## src/rtl/video_ctrl_pkg.sv

```systemverilog
// Shared register map, control/status bit positions and display-mode encodings
// for the video pipeline control block.
package video_ctrl_pkg;
   localparam int OFF_CTRL      = 'h000;
   localparam int OFF_STATUS    = 'h004;
   localparam int OFF_IRQ_EN    = 'h008;
   localparam int OFF_FRAME_CNT = 'h00C;
   localparam int CH_BASE       = 'h010;

   localparam int CTRL_EN   = 0;
   localparam int CTRL_SYNC = 1;
   localparam int STAT_DONE = 0;
   localparam int STAT_PEND = 1;

   localparam int MODE_RAW  = 0;
   localparam int MODE_GREY = 1;
   localparam int MODE_BIN  = 2;
endpackage

```

## src/rtl/vsync_edge_sync.sv

```systemverilog
// Brings camera vsync into the PCLK domain and emits a one-cycle pulse on its
// rising edge; the pulse is seen by logic clocked on the third edge after vsync rises.
module vsync_edge_sync (
   input  logic clk_i,
   input  logic rst_ni,
   input  logic async_i,
   output logic pulse_o
);
   // [0],[1] form the synchroniser; [2] remembers the previous synchronised level
   logic [2:0] sync_q;

   always_ff @(posedge clk_i) begin
      if (!rst_ni) sync_q <= '0;
      else         sync_q <= {sync_q[1:0], async_i};
   end

   assign pulse_o = sync_q[1] & ~sync_q[2];
endmodule

```

## src/rtl/apb_video_ctrl_regs.sv

```systemverilog
// APB3 control/status slave: double-buffered per-channel threshold/mode registers,
// frame counter, sticky frame-done flag with level interrupt.
module apb_video_ctrl_regs
   import video_ctrl_pkg::*;
#(
   parameter int NUM_CH  = 2,
   parameter int THR_W   = 8,
   parameter int MODE_W  = 2,
   parameter int THR_RST = 68,
   parameter int ADDR_W  = 12
) (
   input  logic                       PCLK,
   input  logic                       PRESETN,
   input  logic                       PSEL,
   input  logic [ADDR_W-3:0]          PADDR,
   input  logic                       PENABLE,
   input  logic                       PWRITE,
   input  logic [31:0]                PWDATA,
   output logic [31:0]                PRDATA,
   output logic                       PREADY,
   output logic                       PSLVERR,
   input  logic                       vsync_async,
   output logic [NUM_CH*THR_W-1:0]    threshold_o,
   output logic [NUM_CH*MODE_W-1:0]   mode_o,
   output logic                       irq
);
   localparam logic [ADDR_W-1:0] END_OFF = ADDR_W'(CH_BASE + 4*NUM_CH);

   logic [NUM_CH-1:0][THR_W-1:0]  sh_thr_q, act_thr_q;
   logic [NUM_CH-1:0][MODE_W-1:0] sh_mode_q, act_mode_q;
   logic [1:0]        ctrl_q;
   logic              irq_en_q, done_q, pend_q, irq_q, slverr_q;
   logic [31:0]       cnt_q, prdata_q, rd_d;
   logic [ADDR_W-1:0] off;
   logic              addr_err, setup, wr, wr_ctrl, wr_stat, wr_ien;
   logic              frame_start, frame_ev, commit;
   logic [NUM_CH-1:0] ch_wr;
   logic              unused_pwdata;

   vsync_edge_sync u_vsync (
      .clk_i   (PCLK),
      .rst_ni  (PRESETN),
      .async_i (vsync_async),
      .pulse_o (frame_start)
   );

   assign off      = {PADDR, 2'b00};
   assign addr_err = (off >= END_OFF);
   assign setup    = PSEL & ~PENABLE;
   assign wr       = PSEL & PENABLE & PWRITE & ~addr_err;
   assign wr_ctrl  = wr & (off == ADDR_W'(OFF_CTRL));
   assign wr_stat  = wr & (off == ADDR_W'(OFF_STATUS));
   assign wr_ien   = wr & (off == ADDR_W'(OFF_IRQ_EN));
   assign frame_ev = frame_start & ctrl_q[CTRL_EN];
   // Commit copies the shadow as it was before this edge's write; dropping
   // sync_commit flushes anything still pending.
   assign commit   = pend_q & (frame_start |
                     (wr_ctrl & ctrl_q[CTRL_SYNC] & ~PWDATA[CTRL_SYNC]));
   assign unused_pwdata = ^PWDATA;

   for (genvar g = 0; g < NUM_CH; g++) begin : g_ch
      assign ch_wr[g] = wr & (off == ADDR_W'(CH_BASE + 4*g));

      always_ff @(posedge PCLK) begin
         if (!PRESETN) begin
            sh_thr_q[g]   <= THR_W'(THR_RST);
            act_thr_q[g]  <= THR_W'(THR_RST);
            sh_mode_q[g]  <= '0;
            act_mode_q[g] <= '0;
         end else begin
            if (commit) begin
               act_thr_q[g]  <= sh_thr_q[g];
               act_mode_q[g] <= sh_mode_q[g];
            end
            if (ch_wr[g]) begin
               sh_thr_q[g]  <= PWDATA[THR_W-1:0];
               sh_mode_q[g] <= PWDATA[16 +: MODE_W];
               if (!ctrl_q[CTRL_SYNC]) begin
                  act_thr_q[g]  <= PWDATA[THR_W-1:0];
                  act_mode_q[g] <= PWDATA[16 +: MODE_W];
               end
            end
         end
      end
   end

   always_ff @(posedge PCLK) begin
      if (!PRESETN) begin
         ctrl_q   <= '0;
         irq_en_q <= 1'b0;
         done_q   <= 1'b0;
         pend_q   <= 1'b0;
         cnt_q    <= '0;
         irq_q    <= 1'b0;
      end else begin
         if (wr_ctrl) ctrl_q   <= PWDATA[1:0];
         if (wr_ien)  irq_en_q <= PWDATA[0];
         if (|ch_wr && ctrl_q[CTRL_SYNC]) pend_q <= 1'b1;
         else if (commit)                 pend_q <= 1'b0;
         if (frame_ev) cnt_q <= cnt_q + 32'd1;
         // a frame event in the same cycle as a W1C keeps the flag set
         if (frame_ev)                          done_q <= 1'b1;
         else if (wr_stat && PWDATA[STAT_DONE]) done_q <= 1'b0;
         irq_q <= done_q & irq_en_q;
      end
   end

   always_comb begin
      rd_d = '0;
      if (off == ADDR_W'(OFF_CTRL))           rd_d[1:0] = ctrl_q;
      else if (off == ADDR_W'(OFF_STATUS))    rd_d[STAT_PEND:STAT_DONE] = {pend_q, done_q};
      else if (off == ADDR_W'(OFF_IRQ_EN))    rd_d[0] = irq_en_q;
      else if (off == ADDR_W'(OFF_FRAME_CNT)) rd_d = cnt_q;
      for (int i = 0; i < NUM_CH; i++) begin
         if (off == ADDR_W'(CH_BASE + 4*i)) begin
            rd_d[THR_W-1:0]    = sh_thr_q[i];
            rd_d[16 +: MODE_W] = sh_mode_q[i];
         end
      end
   end

   always_ff @(posedge PCLK) begin
      if (!PRESETN) begin
         prdata_q <= '0;
         slverr_q <= 1'b0;
      end else if (setup) begin
         slverr_q <= addr_err;
         if (!PWRITE) prdata_q <= addr_err ? 32'd0 : rd_d;
      end
   end

   assign PRDATA      = prdata_q;
   assign PSLVERR     = slverr_q;
   assign PREADY      = 1'b1;
   assign irq         = irq_q;
   assign threshold_o = act_thr_q;
   assign mode_o      = act_mode_q;
endmodule

```

## config.mk

```make
export PLATFORM = sky130hd
export DESIGN_NAME = apb_video_ctrl_regs
export DESIGN_NICKNAME = d
export VERILOG_FILES = /design/src/rtl/video_ctrl_pkg.sv /design/src/rtl/vsync_edge_sync.sv /design/src/rtl/apb_video_ctrl_regs.sv
export SDC_FILE = /design/constraint.sdc
export NUM_CORES = 1
export LEC_CHECK = 0
export ABC_AREA = 1
export BUFFER_PORTS_ARGS = -buffer_cell sky130_fd_sc_hd__buf_2
export CORE_MARGIN = 3
export CORE_UTILIZATION = 59
export DETAILED_ROUTE_END_ITERATION = 6
export PLACE_DENSITY = 0.84
export SLEW_MARGIN = 20
export SYNTH_ARGS = -nofsm -noshare
export SYNTH_HDL_FRONTEND = slang
export SYNTH_SLANG_ARGS = --single-unit
export TNS_END_PERCENT = 50
```

## constraint.sdc

```tcl
create_clock -name PCLK -period 2.4 [get_ports PCLK]
set_input_delay 0.24 -clock PCLK [delete_from_list [all_inputs] [get_ports PCLK]]
set_output_delay 0.24 -clock PCLK [all_outputs]
set_load 0.01 [all_outputs]
```

; ---- Word level (Yosys, flattened, before mapping)
; Cells that the tools add are included.
[word_totals]
register_bits = 114
in_bits = 48
output_inout_bits = 55
word_cells = 80
[classes]
n_addsub = 1
n_lt_le_gt_ge = 1
eq_ne = 5
muxes = 28
bitwise = 21
reduce_logical = 7
[op_table]
columns = op, n
row1 = $mux W32, 2
row2 = $mux W8, 8
row3 = $mux W30, 2
row4 = $add A32 B1 Y32 const B, 1
row5 = $mux W31, 1
row6 = $eq A10 B2 Y1 const B, 2
row7 = $eq A10 B3 Y1 const B, 2
row8 = $mux W2, 10
row9 = $and A1 B1 Y1, 15
row10 = $ge A12 B5 Y1 const B, 1
row11 = $logic_not A12 Y1, 1
row12 = $eq A10 B1 Y1 const B, 1
row13 = $mux W1, 5
row14 = $not A1 Y1, 5
row15 = $reduce_bool A2 Y1, 2
row16 = $logic_and A1 B1 Y1, 2
row17 = $reduce_and A2 Y1, 1
row18 = $reduce_or A2 Y1, 1
row19 = $or A1 B1 Y1, 1

; ---- Longest topological paths before layout
[logic_depth]
word_depth = 11
ltp_mapped = 12
mapped_depth_nobuf = 11

; ---- Hierarchy
; From an unflattened synthesis, not the netlist that was laid out.
[hier_totals]
cells_unflattened = 774
hier_area_um2 = 5397.7
[by_module_without_submodules]
columns = module, instances, cells_each, area_per_inst_um2
row1 = apb_video_ctrl_regs, 1, 763, 5305.1
row2 = vsync_edge_sync, 1, 11, 92.6

; ---- Worst setup path before layout
; Ideal clock, no wire load.
[synth_timing]
kind = register to register
from = register cnt_q[1]
to = register cnt_q[22]
arrival_ns = 1.505
required_ns = 2.287
path_slack_ns = 0.782
stages_incl_launch_ff = 11
n_path_buf = 0
synth_period_minus_slack_ns = 1.618
cell_sequence = dfxtp_1 > ha_1 > nand3_1 > nor2_1 > nand2_1 > nor2_1 > nand4_1 > nor3_1 > nand2_1 > nand2_1 > nor2_1
[synth_between]
elab_chain_cells = 1
[synth_lines]
columns = element, line_no
row1 = from (decl), apb_video_ctrl_regs.sv:33  ; logic [31:0] cnt_q, prdata_q, rd_d;
row2 = from (signal assigned), apb_video_ctrl_regs.sv:100  ; if (frame_ev) cnt_q <= cnt_q + 32'd1;
row3 = $add A32 B1 Y32, apb_video_ctrl_regs.sv:100
; No other way between the ends.
; A chain may end at the register's enable or synchronous reset.

; ---- Worst setup path after layout
; Ends and elaborated chain as after synthesis.

==> results_dict.tcl <==
set metrics [dict create \
    yosysTopAreaCell "dfxtp_1" \
    post_drt_via_cell_ratio 5.581 \
    ys_ff_latch 114 \
    cp_data_arrival_time_ns 2.42 \
    gp_congestion 0.9391 \
    start_kind "register" \
    num_io_pins 103 \
    tns_ns 0 \
    grt.busiest_layer "met2" \
    drt_iter0_drc 644 \
    rsz0062_at_grt "false" \
    max_slew.worst_pin.slew_ns 0.8097 \
    critPathCapture "cnt_q[22]" \
    maxSlewViolCount 0 \
    hold_path_startpoint "PENABLE" \
    ff2ff_setup_slack_ns 0.38 \
    postRouteAntennaNets 0 \
    cts_tree "yes" \
    r2r_end "cnt_q[22]" \
    synthCells 786 \
    status "complete, no violations" \
    synth_area_per_cell_um2 6.756 \
    rows 33 \
    synth_commonest_cells "nand2_1, dfxtp_1, inv_1" \
    synth_cell_type_count 37 \
    async_flop_share_pct 0 \
    gr-total-overflow 0 \
    yosysMostFrequentCell "nand2_1" \
    die_y_um 100.9 \
    cts_buffers 17 \
    clock_latency_ns 0.51 \
    wl_um 14800 \
    hpwl_um 10240 \
    antenna_cells 0 \
    cp-end-kind "register" \
    die_w_um 100.9 \
    peakVddDrop_mv 0.5726 \
    finalHoldViolCount 0 \
    coreArea_mm2 0.008464 \
    hold_class "input port to register" \
    h-tree-depth 4 \
    synth_top_area_share_pct 42.98 \
    fillers 666 \
    dr.pass1.iters 6 \
    crit_start "cnt_q[1]" \
    cts_resized 0 \
    fmax_mhz 495.5 \
    die_area_mm2 0.01017 \
    synth_area_leaders "dfxtp_1, nand2_1, inv_1" \
    layout-drive-gt1-share_pct 15.54 \
    grt_pass1_vias 5115 \
    area_growth_pct 20.97 \
    yosysWarningCount 0 \
    power_density_mw_per_mm2 696.1 \
    finalSetupViolations 0 \
    initial_core_util_pct 62.73 \
    syn_area_mm2 0.005310 \
    fin_util_pct 75.89 \
    rr_startpoint "cnt_q[1]" \
    synth_ff_type "dfxtp_1" \
    finClkSkew_ns 0.006603 \
    finalCriticalPeriod_ns 2.018 \
    use_met1_pct 40.24 \
    syn_nets 835 \
    path_max_fanout 5 \
    drc_errors 0 \
    reg2reg_depth 10 \
    numClockSinks 114 \
    vias 5542 \
    antenna_found_initial 0 \
    grt_use_met3_pct 7.059 \
    critPathKind "register to register" \
    max_cap_viol_count 0 \
    drt-wirelength-per-cell_um 14.90 \
    slew_headroom_pct 45.52 \
    track_usage_pct 29.89 \
    required_ns 2.81 \
    synth_edf_count 0 \
    io_buffers 79 \
    grt_pass1_wl_um 24240 \
    met2_usage_pct 47.54 \
    ys_seq_area_share_pct 42.98 \
    post-route-period-util_pct 84.10 \
    finalNetCount 924 \
    finalPower_mw 4.472 \
    cts-root-buf "clkbuf_8" \
    clockBufferDepth 2 \
    path_clk_slew_ns 0.06 \
    grt_max_degree 53 \
    p_leak_nw 2.709 \
]
worst max-delay path: stages, from the launching register on:
cell and delay, ns:
dfxtp_1 0.40, ha_1 0.25, nand3_1 0.13, nor2_1 0.24, nand2_1 0.08, nor2_1 0.21
nand4_1 0.14, nor3_1 0.26, nand2_1 0.09, nand2_1 0.06, nor2_1 0.03
cells in the final DEF (no fill, tap or decap), types with 4 or more instances in the layout:
cell | netlist | routed
o21ai_0 | 35 | 35
xor2_1 | 8 | 8
clkinvlp_4 | 0 | 4
buf_4 | 1 | 12
nand2_1 | 192 | 192
o211ai_1 | 6 | 6
nand4_1 | 6 | 6
a21oi_1 | 79 | 79
inv_6 | 0 | 4
nor3_1 | 16 | 16
clkinv_2 | 1 | 4
clkbuf_16 | 0 | 16
nand3_2 | 4 | 4
nor2_1 | 96 | 96
nand3_1 | 54 | 54
o21ai_1 | 11 | 11
buf_2 | 4 | 79
inv_1 | 106 | 106
dfxtp_1 | 114 | 114
where the power goes:
| group | switching (mW) | internal [mW] | leakage, nW |
|---|---|---|---|
| sequential | 0.00138 | 1.90 | 0.919 |
| clock | 0.958 | 1.48 | 0.271 |
| combinational | 0.0906 | 0.0419 | 1.52 |
final cells by class:
class	instances	area [um^2]	share of cell area, %
flip-flops and latches	114	2282	35.53
clock inverters	15	157.7	2.454
repair buffers	95	535.5	8.337
clock buffers	17	414.1	6.447
well taps	105	131.4	2.045
multi-input cells	536	2485	38.68
inverters	111	417.9	6.506
sequential cells by signal, indices dropped and copies added, names as in the netlist:
register and flops:
irq 1, cnt_q 32, ctrl_q 2, sh_thr_q 16, u_vsync.sync_q 3, threshold_o 16, mode_o 4, PRDATA 32
sh_mode_q 4, pend_q 1, PSLVERR 1, done_q 1, irq_en_q 1
worst min path at each step:
stage / end / slack, ns / cells past startpoint
2_1_floorplan: u_vsync.sync_q[0] / 0.34 / 2
3_3_place_gp: u_vsync.sync_q[1] / 0.40 / 2
3_5_place_dp: u_vsync.sync_q[1] / 0.43 / 2
4_1_cts: PSLVERR / 0.02 / 3
5_1_grt: PSLVERR / 0.05 / 3
6_report: PSLVERR / 0.03 / 3
repair_timing:
action	4_1_cts	5_1_grt
setup buffers	0	0
hold endpoints to repair	3	0
endpoints found under the setup margin	0	0
hold buffers	3	0
cells by family after synthesis:
| family | synth area share [%] |
|---|---|
| AND/OR/NAND/NOR | 30.61 |
| flip-flops | 42.98 |
| adder cells (fa/ha/maj) | 0.2356 |
| buffers and inverters | 10.23 |
| AO/OA/AOI/OAI | 14.07 |
| other | 0.07062 |
| XOR/XNOR | 1.814 |
layer usage:
metal / part of all wire (%) / vias to the layer above
met5: 0 / -
met4: 1.8 / 0
met3: 8.9 / 34
met2: 46 / 303
met1: 43 / 2514
li1: - / 2691
through the flow:
step | hold slack, ns | instances | setup WS [ns] | instance area (um^2)
2_1_floorplan | 0.3376 | 786 | 0.7818 | 5310
3_3_place_gp | 0.4030 | 958 | 0.3707 | 5822
3_5_place_dp | 0.4251 | 958 | 0.3385 | 5822
4_1_cts | 0.02073 | 993 | 0.4371 | 6424
5_1_grt | 0.04524 | 993 | 0.1092 | 6424
6_report | 0.02802 | 993 | 0.3817 | 6424
Note: power is estimated with default switching activity, not from simulation.
